`config.mk`:
```
export PLATFORM = sky130hd
export DESIGN_NAME = krake_port_tx_2
export DESIGN_NICKNAME = d
export VERILOG_FILES = /design/src/rtl/krake_port_pkg.sv /design/src/rtl/krake_uart_tx_core.sv /design/src/rtl/krake_port_tx_2.sv
export SDC_FILE = /design/constraint.sdc
export NUM_CORES = 1
export LEC_CHECK = 0
export CORE_ASPECT_RATIO = 1.4
export CORE_MARGIN = 2
export CORE_UTILIZATION = 44
export DETAILED_ROUTE_END_ITERATION = 10
export PLACE_DENSITY = 0.75
export SYNTH_ARGS = -nofsm -noshare
export SYNTH_HDL_FRONTEND = slang
export SYNTH_SLANG_ARGS = --single-unit
```
`constraint.sdc`:
```
create_clock -name clk_i -period 1.7 [get_ports clk_i]
set_input_delay 0.425 -clock clk_i [delete_from_list [all_inputs] [get_ports clk_i]]
set_output_delay 0.425 -clock clk_i [all_outputs]
set_load 0.1 [all_outputs]
```
`src/rtl/krake_port_pkg.sv`:
```
// Shared constants and FSM state type for the krake port UART transmitter.
// KRAKE_UART_PARITY_EN adds the PARITY state for 8E1 framing.
package krake_port_pkg;
  localparam logic [4:0] UART_DATAREG = 5'h00;
  localparam logic [4:0] UART_STATUS  = 5'h01;
  localparam int         STAT_TX_RDY  = 0;

`ifdef KRAKE_UART_PARITY_EN
  typedef enum logic [2:0] {ST_IDLE, ST_START, ST_DATA, ST_PARITY, ST_STOP} tx_state_t;
`else
  typedef enum logic [2:0] {ST_IDLE, ST_START, ST_DATA, ST_STOP} tx_state_t;
`endif
endpackage

```
`src/rtl/krake_uart_tx_core.sv`:
```
// UART serialiser: baud counter plus frame FSM, LSB first, TXD registered.
// KRAKE_UART_PARITY_EN inserts an even-parity bit before the stop bit.
//   state     | meaning
//   ST_IDLE   | line high, tx_rdy=1, baud counter held at 0
//   ST_START  | start bit (0)
//   ST_DATA   | data bit bit_idx (0..7)
//   ST_PARITY | even parity of the frame byte
//   ST_STOP   | stop bit (1); a start on its last cycle chains the next frame
module krake_uart_tx_core
  import krake_port_pkg::*;
#(
  parameter int BAUD_DIV = 434
) (
  input  logic       clk_i,
  input  logic       rst_i,
  input  logic       start,
  input  logic [7:0] data,
  output logic       txd,
  output logic       tx_rdy
);
  localparam int CW = $clog2(BAUD_DIV);
  localparam logic [CW-1:0] BAUD_LAST = CW'(BAUD_DIV - 1);

  tx_state_t     state, state_nx;
  logic [CW-1:0] baud_cnt;
  logic [2:0]    bit_idx, bit_nx;
  logic [7:0]    shreg, shreg_nx;
  logic          txd_nx;
  logic          baud_end;

  assign baud_end = (baud_cnt == BAUD_LAST);
  assign tx_rdy   = (state == ST_IDLE);

  always_ff @(posedge clk_i) begin
    if (!rst_i) begin
      state    <= ST_IDLE;
      baud_cnt <= '0;
      bit_idx  <= '0;
      shreg    <= '0;
      txd      <= 1'b1;
    end else begin
      state    <= state_nx;
      bit_idx  <= bit_nx;
      shreg    <= shreg_nx;
      txd      <= txd_nx;
      baud_cnt <= (state == ST_IDLE || baud_end) ? '0 : baud_cnt + CW'(1);
    end
  end

  always_comb begin
    state_nx = state;
    bit_nx   = bit_idx;
    shreg_nx = shreg;
    txd_nx   = txd;
    case (state)
      ST_IDLE: begin
        if (start) begin
          state_nx = ST_START;
          shreg_nx = data;
          txd_nx   = 1'b0;
        end
      end
      ST_START: begin
        if (baud_end) begin
          state_nx = ST_DATA;
          bit_nx   = 3'd0;
          txd_nx   = shreg[0];
        end
      end
      ST_DATA: begin
        if (baud_end) begin
          if (bit_idx == 3'd7) begin
`ifdef KRAKE_UART_PARITY_EN
            state_nx = ST_PARITY;
            txd_nx   = ^shreg;
`else
            state_nx = ST_STOP;
            txd_nx   = 1'b1;
`endif
          end else begin
            bit_nx = bit_idx + 3'd1;
            txd_nx = shreg[bit_idx + 3'd1];
          end
        end
      end
`ifdef KRAKE_UART_PARITY_EN
      ST_PARITY: begin
        if (baud_end) begin
          state_nx = ST_STOP;
          txd_nx   = 1'b1;
        end
      end
`endif
      ST_STOP: begin
        if (baud_end) begin
          if (start) begin
            state_nx = ST_START;
            shreg_nx = data;
            txd_nx   = 1'b0;
          end else begin
            state_nx = ST_IDLE;
          end
        end
      end
      default: begin
        state_nx = ST_IDLE;
        txd_nx   = 1'b1;
      end
    endcase
  end
endmodule

```
`src/rtl/krake_port_tx_2.sv`:
```
// Wishbone-style register slave driving one UART TX on ch_out[0] of a krake port.
// Build option KRAKE_UART_PARITY_EN selects 8E1 framing in the core.
module krake_port_tx_2
  import krake_port_pkg::*;
#(
  parameter int BAUD_DIV = 434
) (
  input  logic       clk_i,
  input  logic       rst_i,
  input  logic       stb_i,
  input  logic       we_i,
  input  logic [4:0] adr_i,
  input  logic [7:0] dat_i,
  output logic [7:0] dat_o,
  output logic       ack_o,
  input  logic [5:0] ch_in,
  output logic [5:0] ch_out,
  output logic [5:0] ch_oe,
  input  logic       clka,
  input  logic       clkb,
  input  logic       clkc,
  input  logic       clkd
);
  logic [7:0] datareg;
  logic [7:0] status;
  logic       tx_rdy;
  logic       txd;
  logic       start;
  logic       unused_in;

  // Reserved pins and aux clocks are intentionally left unconnected.
  assign unused_in = ^{ch_in, clka, clkb, clkc, clkd};

  // Core ignores start while a frame is in flight, so no busy gating here.
  assign start = stb_i & we_i & (adr_i == UART_STATUS) & dat_i[0];

  always_comb begin
    status              = '0;
    status[STAT_TX_RDY] = tx_rdy;
  end

  always_ff @(posedge clk_i) begin
    if (!rst_i) begin
      datareg <= '0;
      ack_o   <= 1'b0;
      dat_o   <= '0;
    end else begin
      ack_o <= stb_i;
      if (stb_i && we_i && adr_i == UART_DATAREG) datareg <= dat_i;
      if (stb_i) begin
        if (we_i) begin
          dat_o <= '0;
        end else begin
          case (adr_i)
            UART_DATAREG: dat_o <= datareg;
            UART_STATUS:  dat_o <= status;
            default:      dat_o <= '0;
          endcase
        end
      end
    end
  end

  krake_uart_tx_core #(.BAUD_DIV(BAUD_DIV)) u_core (
    .clk_i  (clk_i),
    .rst_i  (rst_i),
    .start  (start),
    .data   (datareg),
    .txd    (txd),
    .tx_rdy (tx_rdy)
  );

  assign ch_out = {5'b0, txd};
  assign ch_oe  = 6'b000001;
endmodule

```
* Yosys cells after proc, flatten, opt, wreduce, memory -nomap -nowiden
Cells that the tools add are included.
** Storage, ports and cells
- Bits in registers :: 41
- Input port bits :: 27
- Output and inout port bits :: 21
- Word-level logic and storage cells :: 63
** Cells by class
- $add $sub $neg :: 2
- Order comparisons :: 1
- Equal/unequal tests :: 12
- Muxes and demuxes :: 24
- Bitwise operators :: 4
- Reduce and logical (&&, ||, !) cells :: 12
** Operators by type and width (count)
- $pmux 8 s2 :: 2
- $mux 3 :: 8
- $mux 8 :: 3
- $pmux 3 s4 :: 1
- $ne 2x1->1 const B :: 5
- $add 9x1->9 const B :: 1
- $eq 9x9->1 const B :: 1
- $mux 1 :: 7
- $eq 3x2->1 const B :: 2
- $pmux 3 s2 :: 1
- $eq 5x1->1 const B :: 1
- $logic_not 5->1 :: 1
- $reduce_and 5->1 :: 1
- $lt 3x4->1 const B :: 1
- $pmux 1 s4 :: 1
- $reduce_and 4->1 :: 1
- $reduce_bool 2->1 :: 2
- $add 3x1->3 const B :: 1
- $and 1x1->1 :: 3
- $bmux 1 s3 :: 1
- $eq 3x1->1 const B :: 1
- $eq 3x3->1 const B :: 1
- $logic_not 3->1 :: 1
- $reduce_and 3->1 :: 1
- 6 further kinds :: 7

* Longest topological paths before layout
- Word-level depth :: 6
- Gate-level depth with buffers :: 6
- Depth with buffers taken out :: 6

* Modules after synthesis
From an unflattened synthesis, not the netlist that was laid out.
** Second synthesis, totals
- Cell total of the unflattened synthesis :: 216
- Area, all modules :: 1999.4 sq um
** By module, submodules not included
- krake_uart_tx_core :: instances 1, cells an instance 130, area an instance 1219.9 sq um, seq. area each 460.4 sq um
- krake_port_tx_2 :: instances 1, cells an instance 86, area an instance 779.5 sq um, seq. area each 340.3 sq um

* Worst setup path before layout
OpenSTA, ideal clock, no wires.
- Path kind :: reg-to-reg
- Start point :: reg u_core.bit_idx[0]
- End point :: reg u_core.txd
- Library setup time :: 0.132 ns
- Arrival time :: 1.590 ns
- Data required time :: 1.568 ns
- Setup slack :: -0.022 ns
- Cell stages (with the launch flop) :: 6
- Path buffers :: 0
- Period minus slack after synthesis :: 1.722 ns
- Cells stage by stage :: dfxtp_1 -> ha_1 -> mux4_2 -> mux2_2 -> o21ai_0 -> a32oi_1
** Between the ends
- Cells in the longest elaborated chain, start to end :: 6
- Elaborated cells on any way between the ends :: 7
- Those cells by class :: add/sub (1); eq/ne (1); mux (5)
** RTL lines
- start: declaration :: line krake_uart_tx_core.sv:26 : logic [2:0] bit_idx, bit_nx;
- start signal: assignment :: line krake_uart_tx_core.sv:43 : bit_idx <= bit_nx;
- $add 3x1->3 :: line krake_uart_tx_core.sv:82 : txd_nx = shreg[bit_idx + 3'd1];
- $bmux 1 s3 :: line krake_uart_tx_core.sv:82
- $mux 1 (implied by the code) :: line krake_uart_tx_core.sv:82
- $mux 1 (*) :: line krake_uart_tx_core.sv:72 : if (bit_idx == 3'd7) begin
- $mux 1 (*) :: line krake_uart_tx_core.sv:71 : if (baud_end) begin
- $pmux 1 s4 (*) :: line krake_uart_tx_core.sv:55 : case (state)
- end signal: assignment :: line krake_uart_tx_core.sv:45 : txd <= txd_nx;
- end: declaration :: line krake_uart_tx_core.sv:18 : output logic txd,
Every way passes the cells marked *; elsewhere a longest branch is shown, timed or not. The select of a mux whose other input is x is not followed.
A chain may end at the register's enable or synchronous reset.

* Worst setup path in the final report
Ends and elaborated chain as after synthesis.

==> metrics <==
Syn Std Cell Area=roughly 2000 µm²; syn_area_per_cell=9.334 µm²; crit path capture=u_core.txd; commonest non-fill, non-tap cell in the layout=dfxtp_1; gr ovfl total=0; final instance area=2665 µm²; final period utilization=99.33%; delay-heaviest family, CP=multiplexers; EDFF count, synth=0; PwrDens=799.4 nW/µm²; hold_buf cts=0; MaxCap Viol Count=0; initial core utilization=46.52%; VDD IR max=0.7679 mV; initial antenna violation count=0; crit path launch type=flop; Routed WL=3803 µm; Critical-path top delay cell=mux4_2; # IOs=48; crit-path cells=ha_4 > mux4_2 > mux2_4 > o21ai_2 > a32oi_1; Synth Instances=213; Clk Latency, worst-skew pair=300 ps; chip height=83.54 µm; ys async rst share=0%; Final nets=roughly 290; Final Setup Violations=0; sequential-to-total area share from yosys stat=about two fifths; FILL cells=359; Crit Path Category=flop to flop; Layout area overhead=34.05%; R2R Setup Slk=10 ps; fin. max-slew vios=0; Synth top area share=40.28%; H-tree depth=2; top cells by area, synth=dfxtp_1 40%, mux2i_1 11%, nor2b_1 7.6%; Critical Path Source=u_core.bit_idx[0]; Final Hold Vio Count=0; first-pass GRT wire length=roughly 6400 µm; placed cell areas=around 2500 µm²; FF-to-FF Start=u_core.bit_idx[0]; status=finished, final reports clean; capturing point of the worst reg2reg path=u_core.txd; drt wl/cell=around 12 µm; clock transition at the registers of the reported paths=80 ps; Detailed Routing Iterations Pass 1=4; root buffer cell=clkbuf_8; Final Skew=about 7 ps; antenna-violating nets left=0; area of the core=4274 µm²; commonest register cell after synthesis=dfxtp_1; # clock sinks=40; Crit path depth=5; Setup crit end kind=flop; drt drc=0; Buffers & Inverters on Critical Path=0; Pleak=1.059 nW; pin count of the biggest net entering global routing=36; CP Max Fanout=3; clk buf depth=2; CTS tree=yes; die footprint=5080 µm²; initial DRC count=47; Inserted Diodes=0; share of cells above drive strength 1=23.11%; leading area contributor after synthesis=dfxtp_1; worst min path class=flop to flop; Yosys warning count=0; CTS Buf Count=5; Overall Global Routing Usage=16.23%; IO buf count=26; Vias per Instance=just under 5; RSZ-0062 raised after global routing=yes; synthesized flop and latch total=40; final worst path period need=1689 ps; data arrival time of the critical path=1860 ps; achievable clock frequency=592.2 MHz; Post-CTS Setup Inserts=0; most frequent cells in the layout=34 x dfxtp_1, 26 x nand2_1, 24 x nor2b_1, 21 x mux2i_1, 13 x buf_4; vias in the first global route=~1,500; Placer Congestion=0.7779; crit-path max cell delay=500 ps; post-synthesis cell type count=41; Worst EP required=between 1500 and 2000 ps; Final Util=62.35%; die width=approximately 60 µm; HPWL Detailed=2744 µm; num rows=28; DR vias=~1,500; Worst R2R Path Depth=5
-- kinds of logic after synthesis --
kind of cell / after synthesis / share of synthesized area, %
AO/OA/AOI/OAI: 17 / 6.042
XOR/XNOR: 7 / 3.084
adder cells (fa/ha/maj): 8 / 5.035
buffers and inverters: 28 / 7.552
flip-flops: 40 / 40.28
multiplexers: 24 / 13.40
other: 2 / 0.3777
AND/OR/NAND/NOR: 87 / 24.23
-- Yosys cell counts (2+ instances only) --
cell type,count
a21oi_1,7
and2_1,4
and4bb_2,2
buf_4,12
clkbuf_1,8
conb_1,2
dfxtp_1,40
ha_1,8
inv_1,8
mux2i_1,21
mux4_2,2
nand2_1,27
nand3_1,5
nor2_1,12
nor2b_1,24
xnor2_1,6
-- state kept, by name, summed over array words and instances, names as in the netlist --
signal           flops
u_core.bit_idx       3
ack_o                1
u_core.state         2
u_core.baud_cnt      9
datareg              8
u_core.shreg         8
dat_o                8
u_core.txd           1
-- stage by stage --
step | power (W) | TNS [ps] | setup slack (ps) | hold WS [ps] | std cells
after global placement | 0.001462 | -6596 | -360.5 | 443.6 | 303
after global routing | 0.002218 | -56.85 | -44.32 | 474.4 | 311
after CTS | 0.002135 | -15.53 | -15.53 | 462.9 | 311
after floorplan | 0.001349 | 0 | 27.99 | 431.5 | 222
final | 0.002130 | 0 | 11.36 | 458.2 | 311
after detailed placement | 0.001465 | -7075 | -365.5 | 447.5 | 303
-- layout make-up --
cell class                 count  area, µm²  share of cell area, %
multi-input combinational    154       1141                  42.82
clock inverter                 2      15.01                 0.5634
timing repair buffer          41      510.5                  19.15
inverter                       8      30.03                  1.127
sequential                    40      810.8                  30.42
tap                           60      75.07                  2.817
clock buffer                   6      82.58                  3.099
-- per-layer routing --
metal,global-route usage (%),wire length (µm),vias up,part of all wire [%]
met5,0,0,-,0
met4,6.126,59,0,1.6
met3,4.341,160,5,4.2
met2,26.78,2033,41,53
met1,19.46,1549,721,41
li1,-,-,765,-
-- worst register-to-register path: stages, from the launching register on --
cell     delay [ps]
dfxtp_2         340
ha_4            280
mux4_2          500
mux2_4          280
o21ai_2         110
a32oi_1          60
-- what timing repair did --
item                       in CTS  in global routing
resized for setup              11                 18
setup endpoints to repair      10                 12
pin swaps                       7                  6
-- worst min path at each step --
stage | depth (start not counted) | endpoint | start
floorplan | 2 | u_core.shreg[4] | u_core.shreg[4]
global placement | 2 | u_core.shreg[7] | u_core.shreg[7]
detailed placement | 2 | u_core.shreg[1] | u_core.shreg[1]
CTS | 2 | u_core.shreg[7] | u_core.shreg[7]
global route | 2 | u_core.shreg[6] | u_core.shreg[6]
finish | 2 | u_core.shreg[7] | u_core.shreg[7]
-- report_power, final --
part | total [W] | internal, W | switching (W)
clock | 0.000670 | 0.000328 | 0.000342
combinational | 0.000477 | 0.000181 | 0.000296
sequential | 0.000983 | 0.000959 | 0.0000240
Power figures use the tool's default switching activity.
